<file path="src/rtl/instr_encoder_if.sv">
// Request and imem-write signal bundle for instr_encoder.
// The encoder takes the slave view; the request source and the memory take the master view.
interface instr_encoder_if #(
   parameter int ADDR_W = 6
);
   logic              req_valid;
   logic              req_ready;
   logic [2:0]        req_class;
   logic [2:0]        req_funct3;
   logic              req_funct7b5;
   logic [4:0]        req_rd;
   logic [4:0]        req_rs1;
   logic [4:0]        req_rs2;
   logic [31:0]       req_imm;
   logic              imem_we;
   logic              imem_ready;
   logic [ADDR_W-1:0] imem_addr;
   logic [31:0]       imem_wdata;

   modport slave (
      input  req_valid, req_class, req_funct3, req_funct7b5,
      input  req_rd, req_rs1, req_rs2, req_imm, imem_ready,
      output req_ready, imem_we, imem_addr, imem_wdata
   );

   modport master (
      output req_valid, req_class, req_funct3, req_funct7b5,
      output req_rd, req_rs1, req_rs2, req_imm, imem_ready,
      input  req_ready, imem_we, imem_addr, imem_wdata
   );
endinterface

</file>
<file path="src/rtl/instr_encoder.sv">
// Encodes field-level RV32I requests and streams the words into imem at consecutive addresses.
// One registered write slot; it can be refilled in the same cycle its write completes.
//
// state | meaning
// RUN   | accepting requests and writing words
// FULL  | last address written with WRAP=0; idle until reset or flush
module instr_encoder #(
   parameter int ADDR_W = 6,
   parameter bit WRAP   = 1'b0
) (
   input  logic            clk,
   input  logic            reset,
   input  logic            flush,
   instr_encoder_if.slave  bus,
   output logic [ADDR_W:0] count,
   output logic            full,
   output logic            err
);
   typedef enum logic {RUN, FULL} state_t;

   localparam logic [6:0]        OP_R      = 7'b0110011;
   localparam logic [6:0]        OP_IMM    = 7'b0010011;
   localparam logic [6:0]        OP_LOAD   = 7'b0000011;
   localparam logic [6:0]        OP_STORE  = 7'b0100011;
   localparam logic [6:0]        OP_BRANCH = 7'b1100011;
   localparam logic [6:0]        OP_JAL    = 7'b1101111;
   localparam logic [ADDR_W-1:0] LAST      = '1;
   localparam logic [ADDR_W:0]   DEPTH     = {1'b1, {ADDR_W{1'b0}}};

   state_t            state_q, state_d;
   logic              we_q, we_d;
   logic [ADDR_W-1:0] addr_q, addr_d;
   logic [31:0]       wdata_q, wdata_d;
   logic [ADDR_W:0]   count_q, count_d;
   logic              err_q, err_d;

   logic [31:0] imm;
   logic [31:0] word;
   logic        bad;
   logic        fits12, fits13, fits21;
   logic        last_hold, ready, accept, complete;

   assign imm    = bus.req_imm;
   assign fits12 = (imm[31:11] == {21{imm[11]}});
   assign fits13 = (imm[31:12] == {20{imm[12]}});
   assign fits21 = (imm[31:20] == {12{imm[20]}});

   always_comb begin
      word = '0;
      bad  = 1'b0;
      case (bus.req_class)
         3'd0: word = {1'b0, bus.req_funct7b5, 5'b0, bus.req_rs2, bus.req_rs1,
                       bus.req_funct3, bus.req_rd, OP_R};
         3'd1: begin
            // Shift-immediates carry funct7 in the upper immediate bits.
            if (bus.req_funct3 == 3'b001 || bus.req_funct3 == 3'b101)
               word = {1'b0, bus.req_funct7b5, 5'b0, imm[4:0], bus.req_rs1,
                       bus.req_funct3, bus.req_rd, OP_IMM};
            else
               word = {imm[11:0], bus.req_rs1, bus.req_funct3, bus.req_rd, OP_IMM};
            bad = !fits12;
         end
         3'd2: begin
            word = {imm[11:0], bus.req_rs1, bus.req_funct3, bus.req_rd, OP_LOAD};
            bad  = !fits12;
         end
         3'd3: begin
            word = {imm[11:5], bus.req_rs2, bus.req_rs1, bus.req_funct3, imm[4:0], OP_STORE};
            bad  = !fits12;
         end
         3'd4: begin
            word = {imm[12], imm[10:5], bus.req_rs2, bus.req_rs1, bus.req_funct3,
                    imm[4:1], imm[11], OP_BRANCH};
            bad  = !fits13 || imm[0];
         end
         3'd5: begin
            word = {imm[20], imm[10:1], imm[11], imm[19:12], bus.req_rd, OP_JAL};
            bad  = !fits21 || imm[0];
         end
         default: bad = 1'b1;
      endcase
   end

   // Without wrap, a word loaded while the last address drains would have nowhere to go.
   assign last_hold = !WRAP && we_q && (addr_q == LAST);
   assign ready     = (state_q == RUN) && (!we_q || bus.imem_ready) && !last_hold && !flush;
   assign accept    = bus.req_valid && ready;
   assign complete  = we_q && bus.imem_ready;

   always_comb begin
      state_d = state_q;
      we_d    = we_q;
      addr_d  = addr_q;
      wdata_d = wdata_q;
      count_d = count_q;
      err_d   = 1'b0;
      if (complete) begin
         we_d   = 1'b0;
         addr_d = addr_q + 1'b1;
         if (count_q != DEPTH)
            count_d = count_q + 1'b1;
         if (addr_q == LAST && !WRAP)
            state_d = FULL;
      end
      if (accept) begin
         if (bad) begin
            err_d = 1'b1;
         end else begin
            we_d    = 1'b1;
            wdata_d = word;
         end
      end
      if (flush) begin
         state_d = RUN;
         we_d    = 1'b0;
         addr_d  = '0;
         count_d = '0;
         err_d   = 1'b0;
      end
   end

   always_ff @(posedge clk) begin
      if (reset) begin
         state_q <= RUN;
         we_q    <= 1'b0;
         addr_q  <= '0;
         wdata_q <= '0;
         count_q <= '0;
         err_q   <= 1'b0;
      end else begin
         state_q <= state_d;
         we_q    <= we_d;
         addr_q  <= addr_d;
         wdata_q <= wdata_d;
         count_q <= count_d;
         err_q   <= err_d;
      end
   end

   assign bus.req_ready  = ready;
   assign bus.imem_we    = we_q;
   assign bus.imem_addr  = addr_q;
   assign bus.imem_wdata = wdata_q;
   assign count          = count_q;
   assign full           = (state_q == FULL);
   assign err            = err_q;
endmodule

</file>
<file path="src/flat_wrapper.sv">
// flat-port wrapper written by rule: the top's interface ports become plain ports
module instr_encoder_flat 
#(
   parameter int ADDR_W = 6,
   parameter bit WRAP   = 1'b0
)
  (clk, reset, flush, count, full, err, bus_req_valid, bus_req_class, bus_req_funct3, bus_req_funct7b5, bus_req_rd, bus_req_rs1, bus_req_rs2, bus_req_imm, bus_imem_ready, bus_req_ready, bus_imem_we, bus_imem_addr, bus_imem_wdata);
  instr_encoder_if #(.ADDR_W(ADDR_W)) bus_i ();
  input  logic clk;
  input  logic reset;
  input  logic flush;
  output logic [ADDR_W:0] count;
  output logic full;
  output logic err;
  input wire logic [$bits(bus_i.req_valid)-1:0] bus_req_valid;
  input wire logic [$bits(bus_i.req_class)-1:0] bus_req_class;
  input wire logic [$bits(bus_i.req_funct3)-1:0] bus_req_funct3;
  input wire logic [$bits(bus_i.req_funct7b5)-1:0] bus_req_funct7b5;
  input wire logic [$bits(bus_i.req_rd)-1:0] bus_req_rd;
  input wire logic [$bits(bus_i.req_rs1)-1:0] bus_req_rs1;
  input wire logic [$bits(bus_i.req_rs2)-1:0] bus_req_rs2;
  input wire logic [$bits(bus_i.req_imm)-1:0] bus_req_imm;
  input wire logic [$bits(bus_i.imem_ready)-1:0] bus_imem_ready;
  output wire logic [$bits(bus_i.req_ready)-1:0] bus_req_ready;
  output wire logic [$bits(bus_i.imem_we)-1:0] bus_imem_we;
  output wire logic [$bits(bus_i.imem_addr)-1:0] bus_imem_addr;
  output wire logic [$bits(bus_i.imem_wdata)-1:0] bus_imem_wdata;
  assign bus_i.req_valid = bus_req_valid;
  assign bus_i.req_class = bus_req_class;
  assign bus_i.req_funct3 = bus_req_funct3;
  assign bus_i.req_funct7b5 = bus_req_funct7b5;
  assign bus_i.req_rd = bus_req_rd;
  assign bus_i.req_rs1 = bus_req_rs1;
  assign bus_i.req_rs2 = bus_req_rs2;
  assign bus_i.req_imm = bus_req_imm;
  assign bus_i.imem_ready = bus_imem_ready;
  assign bus_req_ready = bus_i.req_ready;
  assign bus_imem_we = bus_i.imem_we;
  assign bus_imem_addr = bus_i.imem_addr;
  assign bus_imem_wdata = bus_i.imem_wdata;
  instr_encoder #(.ADDR_W(ADDR_W), .WRAP(WRAP)) u_core (.clk(clk), .reset(reset), .flush(flush), .bus(bus_i), .count(count), .full(full), .err(err));
endmodule
</file>
<file path="config.mk">
export PLATFORM = sky130hd
export DESIGN_NAME = instr_encoder_flat
export DESIGN_NICKNAME = d
export VERILOG_FILES = /design/src/rtl/instr_encoder_if.sv /design/src/rtl/instr_encoder.sv /design/src/flat_wrapper.sv
export SDC_FILE = /design/constraint.sdc
export NUM_CORES = 1
export LEC_CHECK = 0
export CAP_MARGIN = 40
export CORE_ASPECT_RATIO = 1.5
export CORE_MARGIN = 5
export CORE_UTILIZATION = 50
export CTS_CLUSTER_DIAMETER = 100
export CTS_CLUSTER_SIZE = 30
export DETAILED_ROUTE_END_ITERATION = 16
export DONT_BUFFER_PORTS = 1
export PLACE_DENSITY_LB_ADDON = 0.12
export SETUP_SLACK_MARGIN = 0.5
export SYNTH_ARGS = -nofsm -noshare
export SYNTH_HDL_FRONTEND = slang
export SYNTH_SLANG_ARGS = --single-unit
</file>
<file path="constraint.sdc">
create_clock -name clk -period 9 [get_ports clk]
set_input_delay 2.7 -clock clk [delete_from_list [all_inputs] [get_ports clk]]
set_output_delay 2.7 -clock clk [all_outputs]
set_load 0.02 [all_outputs]
</file>
# Word-level counts from Yosys, hierarchy flattened
# Index checks and enable logic that the tools add are counted.
# classes
mux	7
eq_ne	12
n_addsub	2
n_reduce_logical	23
n_bitwise	3
# ops
cell	n
one-hot mux 32 bit (6 select lines)	1
2-to-1 mux 32 bit	1
equality test 20 bit	1
equality test 19 bit	1
equality test 11 bit	1
equality test 3 bit, second input constant	3
adder 7 x 1 -> 7 bit, second input constant	1
!= test 7 bit, second input constant	1
adder 6 x 1 -> 6 bit, second input constant	1
equality test 3 x 1 -> 1 bit, second input constant	2
equality test 3 x 2 -> 1 bit, second input constant	2
equality test 6 bit, second input constant	1
logical AND 1 bit	6
zero test 1 bit	6
AND reduction 2 bit	3
OR reduction 3 bit	2
logical OR 1 bit	4
2-to-1 mux 1 bit	4
one-hot mux 1 bit (4 select lines)	1
zero test 3 bit	1
inverter 1 bit	3
OR reduction 2 bit	1
# word_totals
elab_cells	53
out_inout_bits	49
ff_bits	48

# Depth between registers and ports, before layout
# Gate-level depths: netlist of the first run.
# logic_depth
ltp_word	8
depth_mapped	9
ltp_nobuf	6

# Least setup slack after synthesis of the first run
# OpenSTA, ideal clock, no wires.
# synth_timing
path_type	input to output
start	input bus_imem_ready
end	output bus_req_ready
setup_slack_ps	3040
required_ps	6300
arrival_time_ps	3260
n_path_buf	0
cell_stages	3
cell_sequence	nand2b_1 -> nand2_1 -> a31oi_1
# synth_between
elab_chain_len	4
# synth_lines
item	line_no	rtl
start, declared	flat_wrapper.sv:23	input wire logic [$bits(bus_i.imem_ready)-1:0] bus_imem_ready;
logical OR 1 bit	instr_encoder.sv:86	assign ready = (state_q == RUN) && (!we_q || bus.imem_ready) && !last_hold && !flush;
logical AND 1 bit (3 in series)	instr_encoder.sv:86	
end, declared	flat_wrapper.sv:24	output wire logic [$bits(bus_i.req_ready)-1:0] bus_req_ready;
# No other way between the ends.

# Final worst setup path of the first run
# Ends and elaborated chain as after synthesis.

==> tab_implementation.tex, run 1 <==
\begin{tabular}{lr}
\hline
Metric & Value \\
\hline
\multicolumn{2}{l}{\textbf{Run status}} \\
Run status & finished, final reports clean \\
\multicolumn{2}{l}{\textbf{Worst setup path}} \\
Highest cell delay on the worst timing path & 0.44 ns \\
CP Data Arrival Time & 3.31 ns \\
Crit-path slowest cell & sky130\_fd\_sc\_hd\_\_a31oi\_1 \\
Worst Setup End Kind & output pin \\
Required @ worst endpoint & 6.30 ns \\
Top Family by Delay on Critical Path & compound AO/OA/AOI/OAI gates \\
Worst path buffer plus inverter count & 0 \\
Worst setup path class & in2out \\
R2R Path End & u\_core.bus.imem\_wdata[12] \\
Maximum fanout encountered on the critical timing path & 4 \\
Count of cells along the worst register-to-register path & 6 \\
Register-to-register setup slack & 6.30 ns \\
Critical R2R Launch & u\_core.bus.imem\_addr[0] \\
Cell-by-cell trace of the critical path & nand2b\_1 > nand2\_1 > a31oi\_1 \\
Nature of the critical path startpoint & input port \\
Worst setup path startpoint & bus\_imem\_ready \\
\multicolumn{2}{l}{\textbf{Die}} \\
Core area & 0.00553 mm2 \\
Row cnt & 33 \\
Starting density of the core & 0.519 \\
Number of primary I/O pins & 108 \\
Total die area & 0.00739 mm2 \\
X dimension of the die & 71.9 um \\
Chip height & 103 um \\
\multicolumn{2}{l}{\textbf{Timing}} \\
Sum Neg Setup Slack & 0 ns \\
Minimum hold slack & 0.583 ns \\
Hold Violations, Final & 0 \\
Final critical path time including I/O delays and setup & 6.01 ns \\
Finish-stage setup viols & 0 \\
F\_max & 0.166 GHz \\
Part of the cycle the worst path needs & 0.667 \\
Slew margin rel. & 0.618 \\
Transition time at the pin with the least slew margin & 0.570 ns \\
RSZ-0062 raised after global routing & no \\
Slew Limit Fails & 0 \\
Final setup skew & 0.0118 ns \\
\multicolumn{2}{l}{\textbf{Synthesis}} \\
Syn avg cell area & 8.11 um2 \\
Share of the yosys chip area belonging to registers & 0.321 \\
Post-synth EDFFs & 0 \\
Count of different cell masters after synthesis & 42 \\
Ys async rst share & 0 \\
Net count of the mapped netlist & 416 \\
Top post-synthesis cells by area & sky130\_fd\_sc\_hd\_\_dfxtp\_1, sky130\_fd\_sc\_hd\_\_mux2\_4, sky130\_fd\_sc\_hd\_\_nor2b\_1 \\
Synthesis warning total & 0 \\
Register bit count reported by yosys & 46 \\
Most frequent cells after synthesis & sky130\_fd\_sc\_hd\_\_dfxtp\_1, sky130\_fd\_sc\_hd\_\_nor2\_1, sky130\_fd\_sc\_hd\_\_nor2b\_1, sky130\_fd\_sc\_hd\_\_a21oi\_1, sky130\_fd\_sc\_hd\_\_clkbuf\_1 \\
Share of Yosys cell area claimed by the top area cell type & 0.321 \\
Post-Syn Area & 0.00287 mm2 \\
Primary flip-flop cell chosen by synthesis mapping & sky130\_fd\_sc\_hd\_\_dfxtp\_1 \\
Gate count of the mapped netlist & 354 \\
Cell taking the most area after synthesis & sky130\_fd\_sc\_hd\_\_dfxtp\_1 \\
Library cell with the highest instance count after synthesis & sky130\_fd\_sc\_hd\_\_dfxtp\_1 \\
\multicolumn{2}{l}{\textbf{GRT}} \\
Busiest metal layer after global routing & met2 \\
GRT met1 Usage & 0.207 \\
Total global routing track utilization & 0.181 \\
Wire length of the first global-routing pass & 10.6 mm \\
Leftover overflow at the end of global routing & 0 \\
Met2 Usage GRT & 0.312 \\
Largest net degree at the start of global routing & 57 \\
Vias in the first global route & 2294 \\
Antenna violations before repair & 0 \\
Met3 Resource Use GR & 0.0566 \\
\multicolumn{2}{l}{\textbf{Clock network}} \\
H-Tree Level Count & 2 \\
Clock latency on the worst-skew pair & 0.30 ns \\
Total clock sinks & 46 \\
Number of setup buffers added after CTS & 0 \\
Clock root buffer master & sky130\_fd\_sc\_hd\_\_clkbuf\_8 \\
Resized cells post-CTS & 0 \\
Number of hold buffers added after CTS & 0 \\
CTS buffer count & 5 \\
Clk slew on worst S/H paths & 0.08 ns \\
Deepest clock path buffer count & 2 \\
TritonCTS clock tree & built \\
\multicolumn{2}{l}{\textbf{Placement}} \\
Number of placed instances, taps included & 397 \\
Hpwl dp & 5.04 mm \\
Final weighted congestion in routability-driven placement & 0.799 \\
Number of buffers inserted by port buffering & 0 \\
\multicolumn{2}{l}{\textbf{Routing}} \\
Routed vias/inst & 5.70 \\
Count of antenna-violating nets left after detailed routing & 0 \\
Number of design rule violations left after detail routing & 0 \\
Final routed wirelength across all metal layers & 6.68 mm \\
Total vias in the final route & 2307 \\
Routed length per placed instance & 16.5 um \\
Initial DRC Count & 61 \\
Detailed Routing Iterations Pass 1 & 4 \\
\multicolumn{2}{l}{\textbf{Power and ir drop}} \\
Power density relative to cell area & 128 mW/mm2 \\
Leakage power total & 0.00118 uW \\
Peak supply drop & 61.1 uV \\
\multicolumn{2}{l}{\textbf{Run}} \\
Max-capacitance violation count & 0 \\
\multicolumn{2}{l}{\textbf{Hold path}} \\
Number of cells on the worst hold path & 2 \\
Hold worst-path end & u\_core.bus.imem\_wdata[25] \\
Critical hold path startpoint & u\_core.bus.imem\_wdata[25] \\
Hold crit path type & reg2reg \\
\multicolumn{2}{l}{\textbf{Cells and area}} \\
Fraction of final layout cells with drive strength greater than 1 & 0.0985 \\
Post-Layout Cell Count & 405 \\
Layout fillers & 576 \\
Share of the core filled with cells & 0.531 \\
P\&R area growth vs syn & 2.27\% \\
Ant diodes & 0 \\
NumNets Final & 396 \\
\hline
\end{tabular}
-- kinds of logic after synthesis --
group	count (synthesis)	share of synthesized area
buf+inv	39	0.0597
mux	37	0.159
flops	46	0.321
simple gates	153	0.282
xor+xnor	10	0.0305
fa+ha+maj	3	0.0131
compound gates	66	0.135
-- state kept, by name (all words and copies together), names as in the netlist --
signal	cells
u_core.bus.imem_wdata	30
u_core.bus.imem_addr	6
u_core.count	7
u_core.err	1
u_core.full	1
u_core.bus.imem_we	1
-- layout make-up --
class / instances / area (um2) / area share
Tap cell: 70 / 87.6 / 0.0298
Clock buffer: 6 / 72.6 / 0.0247
Sequential cell: 46 / 921 / 0.314
Timing Repair Buffer: 1 / 20.0 / 0.00682
Multi-Input combinational cell: 269 / 1780 / 0.606
Inverter: 11 / 41.3 / 0.0141
Clock inverter: 2 / 13.8 / 0.00469
-- through the flow --
| step | setup WS, ns | cell area [um2] | total power (uW) |
|---|---|---|---|
| finish | 2.99 | 2940 | 376 |
| floorplan | 3.04 | 2870 | 261 |
| detailed placement | 2.99 | 2850 | 259 |
| global route | 2.94 | 2940 | 395 |
| CTS | 2.99 | 2940 | 383 |
| global placement | 3.00 | 2830 | 258 |
-- placed cells by master (no fill, tap or decap), types with 4 or more instances in the layout --
master,synthesis,final
sky130_fd_sc_hd__a22oi_1,4,4
sky130_fd_sc_hd__nor3_1,8,8
sky130_fd_sc_hd__clkbuf_8,0,5
sky130_fd_sc_hd__nor2_1,44,44
sky130_fd_sc_hd__inv_1,11,11
sky130_fd_sc_hd__mux2_2,5,5
sky130_fd_sc_hd__mux2i_1,16,16
sky130_fd_sc_hd__and3_1,4,4
sky130_fd_sc_hd__nand2_1,17,17
sky130_fd_sc_hd__dfxtp_1,46,46
sky130_fd_sc_hd__nand2b_1,21,21
sky130_fd_sc_hd__xnor2_1,5,5
sky130_fd_sc_hd__a21oi_1,28,28
sky130_fd_sc_hd__o21ai_0,11,11
sky130_fd_sc_hd__a31oi_1,8,8
sky130_fd_sc_hd__nand3_1,6,6
sky130_fd_sc_hd__mux2_4,16,16
sky130_fd_sc_hd__nor2b_1,31,31
sky130_fd_sc_hd__nand4_1,7,7
sky130_fd_sc_hd__xor2_1,5,5
sky130_fd_sc_hd__o22ai_1,7,7
-- tightest hold or removal path: cells and delay by family (launching register included) --
family	cells	cell delay, ns
AND/OR/NAND/NOR	1	0.10
multiplexers	1	0.06
flip-flops	1	0.38
-- report_power, final --
group / total (uW) / switching (uW) / internal [uW]
Clock: 122 / 67.5 / 54.8
Sequential: 212 / 6.01 / 206
Combinational: 41.3 / 19.6 / 21.7
Total: 376 / 93.1 / 283
-- worst max-delay path by stage --
| stage | to | slack, ns | cells after the start |
|---|---|---|---|
| floorplan | bus_req_ready | 3.04 | 3 |
| global placement | bus_req_ready | 3.00 | 3 |
| detailed placement | bus_req_ready | 2.99 | 3 |
| CTS | bus_req_ready | 2.99 | 3 |
| global route | bus_req_ready | 2.94 | 3 |
| finish | bus_req_ready | 2.99 | 3 |
-- routing by layer --
layer  share of wire  routed length, um  vias to the layer above
li1                -                  -                     1174
met1            0.40               2690                     1038
met2            0.49               3260                       85
met3           0.089                593                       10
met4           0.021                141                        0
met5               0                  0                        -
Power figures use the tool's default switching activity.
==> run 2, diff against run 1 <==
- clock period: 9 -> 6.1 ns (I/O delays scaled with it)
==> tab_implementation.tex, run 2 (same netlist as run 1, synthesis figures left out) <==
\begin{tabular}{lr}
\hline
Metric & Value \\
\hline
\multicolumn{2}{l}{\textbf{Worst setup path}} \\
R2R Path End & u\_core.bus.imem\_wdata[3] (was u\_core.bus.imem\_wdata[12]) \\
Critical R2R Launch & u\_core.bus.imem\_addr[0] (unchanged) \\
Worst Setup End Kind & output pin (unchanged) \\
Count of cells along the worst register-to-register path & 6 (unchanged) \\
Nature of the critical path startpoint & input port (unchanged) \\
CP Data Arrival Time & 2.44 ns (was 3.31 ns) \\
Cell-by-cell trace of the critical path & nand2b\_1 > nand2\_1 > a31oi\_1 (unchanged) \\
Maximum fanout encountered on the critical timing path & 4 (unchanged) \\
Highest cell delay on the worst timing path & 0.45 ns (was 0.44 ns) \\
Worst setup path class & in2out (unchanged) \\
Required @ worst endpoint & 4.27 ns (was 6.30 ns) \\
Register-to-register setup slack & 3.42 ns (was 6.30 ns) \\
Crit-path slowest cell & sky130\_fd\_sc\_hd\_\_a31oi\_1 (unchanged) \\
\multicolumn{2}{l}{\textbf{Timing}} \\
Slew margin rel. & 0.615 (was 0.618) \\
Slew Limit Fails & 0 (unchanged) \\
Sum Neg Setup Slack & 0 ns (unchanged) \\
Post-layout worst setup margin & 1.83 ns (was 2.99 ns) \\
Finish-stage setup viols & 0 (unchanged) \\
Part of the cycle the worst path needs & 0.701 \\
Hold Violations, Final & 0 (unchanged) \\
Final critical path time including I/O delays and setup & 4.27 ns \\
Final setup skew & 0.00907 ns (was 0.0118 ns) \\
Minimum hold slack & 0.584 ns (was 0.583 ns) \\
F\_max & 0.234 GHz \\
RSZ-0062 raised after global routing & no (unchanged) \\
Transition time at the pin with the least slew margin & 0.575 ns (was 0.570 ns) \\
\multicolumn{2}{l}{\textbf{Die}} \\
Core area & 0.00553 mm2 (unchanged) \\
Number of primary I/O pins & 108 (unchanged) \\
Total die area & 0.00739 mm2 (unchanged) \\
Chip height & 103 um (unchanged) \\
Row cnt & 33 (unchanged) \\
X dimension of the die & 71.9 um (unchanged) \\
Starting density of the core & 0.519 (unchanged) \\
\multicolumn{2}{l}{\textbf{Clock network}} \\
CTS buffer count & 5 (unchanged) \\
Clock root buffer master & sky130\_fd\_sc\_hd\_\_clkbuf\_8 (unchanged) \\
Total clock sinks & 46 (unchanged) \\
Clock latency on the worst-skew pair & 0.30 ns (about the same) \\
Number of setup buffers added after CTS & 0 (unchanged) \\
Deepest clock path buffer count & 2 (unchanged) \\
Clk slew on worst S/H paths & 0.09 ns (was 0.08 ns) \\
H-Tree Level Count & 2 (unchanged) \\
TritonCTS clock tree & built (unchanged) \\
Number of hold buffers added after CTS & 0 (unchanged) \\
Resized cells post-CTS & 0 (unchanged) \\
\multicolumn{2}{l}{\textbf{Hold path}} \\
Number of cells on the worst hold path & 2 (unchanged) \\
Hold worst-path end & u\_core.bus.imem\_wdata[25] (unchanged) \\
Critical hold path startpoint & u\_core.bus.imem\_wdata[25] (unchanged) \\
Hold crit path type & reg2reg (unchanged) \\
\multicolumn{2}{l}{\textbf{GRT}} \\
Antenna violations before repair & 0 (unchanged) \\
Wire length of the first global-routing pass & 11.1 mm (was 10.6 mm) \\
Total global routing track utilization & 0.190 (was 0.181) \\
Leftover overflow at the end of global routing & 0 (unchanged) \\
Largest net degree at the start of global routing & 57 (unchanged) \\
Vias in the first global route & 2307 (was 2294) \\
\multicolumn{2}{l}{\textbf{Placement}} \\
DP Area & 0.00285 mm2 (unchanged) \\
Pre-CTS setup slack & 1.82 ns (was 2.99 ns) \\
Hpwl dp & 5.22 mm (was 5.04 mm) \\
Number of buffers inserted by port buffering & 0 (unchanged) \\
Final weighted congestion in routability-driven placement & 0.812 (was 0.799) \\
\multicolumn{2}{l}{\textbf{Cells and area}} \\
NumNets Final & 396 (unchanged) \\
Most common library cell in the layout ignoring fill and taps & sky130\_fd\_sc\_hd\_\_dfxtp\_1 (unchanged) \\
Ant diodes & 0 (unchanged) \\
Fraction of final layout cells with drive strength greater than 1 & 0.101 (was 0.0985) \\
Top library cells by usage in the layout, fill and taps aside & sky130\_fd\_sc\_hd\_\_dfxtp\_1, sky130\_fd\_sc\_hd\_\_nor2\_1, sky130\_fd\_sc\_hd\_\_nor2b\_1 (unchanged) \\
Final Instance Area & 0.00296 mm2 (was 0.00294 mm2) \\
Share of the core filled with cells & 0.536 (was 0.531) \\
Flip-flop count of the largest register, all copies and words added & 30 (unchanged) \\
P\&R area growth vs syn & 3.18\% (was 2.27\%) \\
\multicolumn{2}{l}{\textbf{Run}} \\
Max-capacitance violation count & 0 (unchanged) \\
\multicolumn{2}{l}{\textbf{Run status}} \\
Run status & finished, final reports clean (unchanged) \\
\multicolumn{2}{l}{\textbf{Power and ir drop}} \\
Leakage power total & 0.00119 uW (was 0.00118 uW) \\
Peak supply drop & 82.9 uV (was 61.1 uV) \\
Power density relative to cell area & 203 mW/mm2 (was 128 mW/mm2) \\
\multicolumn{2}{l}{\textbf{Routing}} \\
Total vias in the final route & 2321 (was 2307) \\
Final routed wirelength across all metal layers & 6.87 mm (was 6.68 mm) \\
Initial DRC Count & 46 (was 61) \\
Detailed Routing Iterations Pass 1 & 4 (unchanged) \\
Count of antenna-violating nets left after detailed routing & 0 (unchanged) \\
Routed vias/inst & 5.73 (was 5.70) \\
Routed length per placed instance & 17.0 um (was 16.5 um) \\
Number of design rule violations left after detail routing & 0 (unchanged) \\
\hline
\end{tabular}
[run 2: worst max-delay path: cells and delay by family]
kind	cells	cell delay, ns
AND/OR/NAND/NOR	2	0.17
AO/OA/AOI/OAI	1	0.45
[run 2: how the worst max path moves through the flow]
stage	cells after the start	startpoint	slack, ns	end
after global routing	3	bus_imem_ready	1.79	bus_req_ready
after CTS	3	bus_imem_ready	1.82	bus_req_ready
after global placement	6	bus_req_imm[24]	1.68	u_core.bus.imem_wdata[19]
final	3	bus_imem_ready	1.83	bus_req_ready
after floorplan	3	bus_imem_ready	1.88	bus_req_ready
after detailed placement	3	bus_imem_ready	1.82	bus_req_ready
[run 2: per-stage QoR]
step	std cells	power (uW)
after floorplan	354	385
after global placement	396	381
after detailed placement	397	383
after CTS	405	611
after global routing	405	633
final	405	602
[run 2: cell type report]
type,count,area [um2]
repair buffers,1,20.0
clock buffers,5,68.8
well taps,70,87.6
multi-input cells,269,1780
flip-flops and latches,46,921
fillers,576,2570
inverters,11,41.3
clock inverters,3,43.8
[run 2: power breakdown]
| group | internal, uW | leakage [uW] | switching, uW |
|---|---|---|---|
| Combinational | 32.1 | 0.000763 | 29.2 |
| Sequential | 304 | 0.000371 | 9.05 |
| Clock | 123 | 0.0000585 | 104 |
| Total | 459 | 0.00119 | 143 |
[run 2: metal layers]
metal	vias to the layer above	global-route usage	share of wire
met1	1070	0.202	0.38
met2	72	0.342	0.52
li1	1173	-	-
met4	0	0.0695	0.013
met5	-	0	0
met3	6	0.0673	0.092
==> run 3, diff against run 2 <==
- clock period: 6.1 -> 4.05 ns (I/O delays scaled with it)
==> tab_implementation.tex, run 3 (same netlist as run 1, synthesis figures left out) <==
\begin{tabular}{lr}
\hline
Metric & Value \\
\hline
\multicolumn{2}{l}{\textbf{Routing}} \\
Routed vias/inst & 5.69 (was 5.73) \\
Routed wl met3 & 655 um (was 632 um) \\
Initial DRC Count & 78 (was 46) \\
Count of antenna-violating nets left after detailed routing & 0 (unchanged) \\
Detailed Routing Iterations Pass 1 & 4 (unchanged) \\
Uppermost routed layer & met4 (unchanged) \\
Post-Route M1 WL & 2.59 mm (unchanged) \\
Routed length per placed instance & 16.7 um (was 17.0 um) \\
Total vias in the final route & 2310 (was 2321) \\
Detailed route wirelength on metal2 & 3.43 mm (was 3.55 mm) \\
Final routed wirelength across all metal layers & 6.78 mm (was 6.87 mm) \\
Number of design rule violations left after detail routing & 0 (unchanged) \\
\multicolumn{2}{l}{\textbf{Die}} \\
X dimension of the die & 71.9 um (unchanged) \\
Row cnt & 33 (unchanged) \\
Chip height & 103 um (unchanged) \\
Starting density of the core & 0.519 (unchanged) \\
Total die area & 0.00739 mm2 (unchanged) \\
Number of primary I/O pins & 108 (unchanged) \\
Core area & 0.00553 mm2 (unchanged) \\
\multicolumn{2}{l}{\textbf{Power and ir drop}} \\
Leakage power total & 0.00119 uW (about the same) \\
Peak supply drop & 123 uV (was 82.9 uV) \\
Power density relative to cell area & 295 mW/mm2 (was 203 mW/mm2) \\
\multicolumn{2}{l}{\textbf{Cells and area}} \\
Layout fillers & 566 (was 576) \\
Flip-flop count of the largest register, all copies and words added & 30 (unchanged) \\
Top library cells by usage in the layout, fill and taps aside & sky130\_fd\_sc\_hd\_\_dfxtp\_1, sky130\_fd\_sc\_hd\_\_nor2\_1, sky130\_fd\_sc\_hd\_\_nor2b\_1 (unchanged) \\
Fraction of final layout cells with drive strength greater than 1 & 0.104 (was 0.101) \\
P\&R area growth vs syn & 2.75\% (was 3.18\%) \\
Ant diodes & 0 (unchanged) \\
Most common library cell in the layout ignoring fill and taps & sky130\_fd\_sc\_hd\_\_dfxtp\_1 (unchanged) \\
NumNets Final & 397 (was 396) \\
\multicolumn{2}{l}{\textbf{GRT}} \\
Wire length of the first global-routing pass & 11.0 mm (was 11.1 mm) \\
Largest net degree at the start of global routing & 57 (unchanged) \\
Leftover overflow at the end of global routing & 0 (unchanged) \\
Total global routing track utilization & 0.186 (was 0.190) \\
Vias in the first global route & 2242 (was 2307) \\
Antenna violations before repair & 0 (unchanged) \\
\multicolumn{2}{l}{\textbf{Timing}} \\
Sum Neg Setup Slack & 0 ns (unchanged) \\
Final critical path time including I/O delays and setup & 3.32 ns \\
F\_max & 0.301 GHz \\
RSZ-0062 raised after global routing & no (unchanged) \\
Slew Limit Fails & 0 (unchanged) \\
Part of the cycle the worst path needs & 0.819 \\
Slew margin rel. & 0.645 (was 0.615) \\
Hold Violations, Final & 0 (unchanged) \\
Transition time at the pin with the least slew margin & 0.532 ns (was 0.575 ns) \\
Minimum hold slack & 0.580 ns (was 0.584 ns) \\
Final setup skew & 0.00689 ns (was 0.00907 ns) \\
Finish-stage setup viols & 0 (unchanged) \\
\multicolumn{2}{l}{\textbf{Clock network}} \\
Deepest clock path buffer count & 2 (unchanged) \\
Total clock sinks & 46 (unchanged) \\
Number of setup buffers added after CTS & 0 (unchanged) \\
TritonCTS clock tree & built (unchanged) \\
Clock latency on the worst-skew pair & 0.29 ns (was 0.30 ns) \\
Clock root buffer master & sky130\_fd\_sc\_hd\_\_clkbuf\_8 (unchanged) \\
CTS buffer count & 5 (unchanged) \\
H-Tree Level Count & 2 (unchanged) \\
Clk slew on worst S/H paths & 0.09 ns (about the same) \\
Number of hold buffers added after CTS & 0 (unchanged) \\
Resized cells post-CTS & 0 (unchanged) \\
\multicolumn{2}{l}{\textbf{Worst setup path}} \\
Required @ worst endpoint & 4.23 ns (was 4.27 ns) \\
Top Family by Delay on Critical Path & simple AND/OR/NAND/NOR gates (was compound AO/OA/AOI/OAI gates) \\
Highest cell delay on the worst timing path & 0.56 ns (was 0.45 ns) \\
Maximum fanout encountered on the critical timing path & 31 (was 4) \\
Cell-by-cell trace of the critical path & or4\_1 > nor4b\_2 > o22ai\_1 > a32o\_1 > or3\_2 > buf\_4 > mux2\_4 (was nand2b\_1 > nand2\_1 > a31oi\_1) \\
Worst setup path class & in2reg (was in2out) \\
Crit-path slowest cell & sky130\_fd\_sc\_hd\_\_or4\_1 (was sky130\_fd\_sc\_hd\_\_a31oi\_1) \\
CP Data Arrival Time & 3.50 ns (was 2.44 ns) \\
Worst path buffer plus inverter count & 1 (was 0) \\
Worst Setup End Kind & flop (was output pin) \\
Nature of the critical path startpoint & input port (unchanged) \\
\multicolumn{2}{l}{\textbf{Placement}} \\
Number of buffers inserted by port buffering & 0 (unchanged) \\
Final weighted congestion in routability-driven placement & 0.817 (was 0.812) \\
Hpwl dp & 5.11 mm (was 5.22 mm) \\
\multicolumn{2}{l}{\textbf{Run}} \\
Max-capacitance violation count & 0 (unchanged) \\
\multicolumn{2}{l}{\textbf{Run status}} \\
Run status & finished, final reports clean (unchanged) \\
\multicolumn{2}{l}{\textbf{Hold path}} \\
Hold crit path type & reg2reg (unchanged) \\
\hline
\end{tabular}
-- run 3: area by class of cell --
| cell class | instances | area (um2) | area share |
|---|---|---|---|
| multi-input combinational | 269 | 1780 | 0.603 |
| sequential | 46 | 921 | 0.312 |
| clock buffer | 7 | 96.3 | 0.0327 |
| tap | 70 | 87.6 | 0.0297 |
| inverter | 11 | 41.3 | 0.0140 |
| timing repair buffer | 2 | 15.0 | 0.00509 |
| clock inverter | 1 | 8.76 | 0.00297 |
-- run 3: worst reg2reg max path: stages, from the launching register on --
cell	delay, ns
sky130_fd_sc_hd__dfxtp_1	0.42
sky130_fd_sc_hd__ha_1	0.30
sky130_fd_sc_hd__a31oi_1	0.19
sky130_fd_sc_hd__nand2_1	0.15
sky130_fd_sc_hd__or3_2	0.47
sky130_fd_sc_hd__buf_4	0.30
sky130_fd_sc_hd__mux2_4	0.37
-- run 3: path summary, 6_finish.rpt --
check	to	start	slack [ns]	cells past startpoint
setup / recovery	u_core.bus.imem_wdata[9]	bus_req_imm[24]	0.73	7
hold / removal	u_core.bus.imem_wdata[25]	u_core.bus.imem_wdata[25]	0.58	2
setup reg to reg	u_core.bus.imem_wdata[9]	u_core.bus.imem_addr[0]	1.74	6
hold reg to reg	u_core.bus.imem_wdata[25]	u_core.bus.imem_wdata[25]	0.58	2
-- run 3: report_power, final --
part | switching [uW] | leakage [uW] | total, uW | internal, uW
combinational | 43.9 | 0.000762 | 92.2 | 48.3
sequential | 13.6 | 0.000371 | 472 | 458
clock | 149 | 0.0000544 | 306 | 156
-- run 3: per-stage QoR --
step	instances	utilization	area (um2)	setup slack [ns]	power (uW)
final	406	0.533	2950	0.733	870
after global routing	406	0.533	2950	0.631	911
after detailed placement	398	0.514	2850	0.442	576
after floorplan	354	-	2870	0.704	579
after global placement	398	0.514	2850	0.457	575
after CTS	406	0.533	2950	0.758	883
-- run 3: routing by layer --
layer  vias up  GRT usage
li1       1179          -
met1      1043      0.208
met2        80      0.326
met3         8     0.0654
met4         0     0.0651
met5         -          0
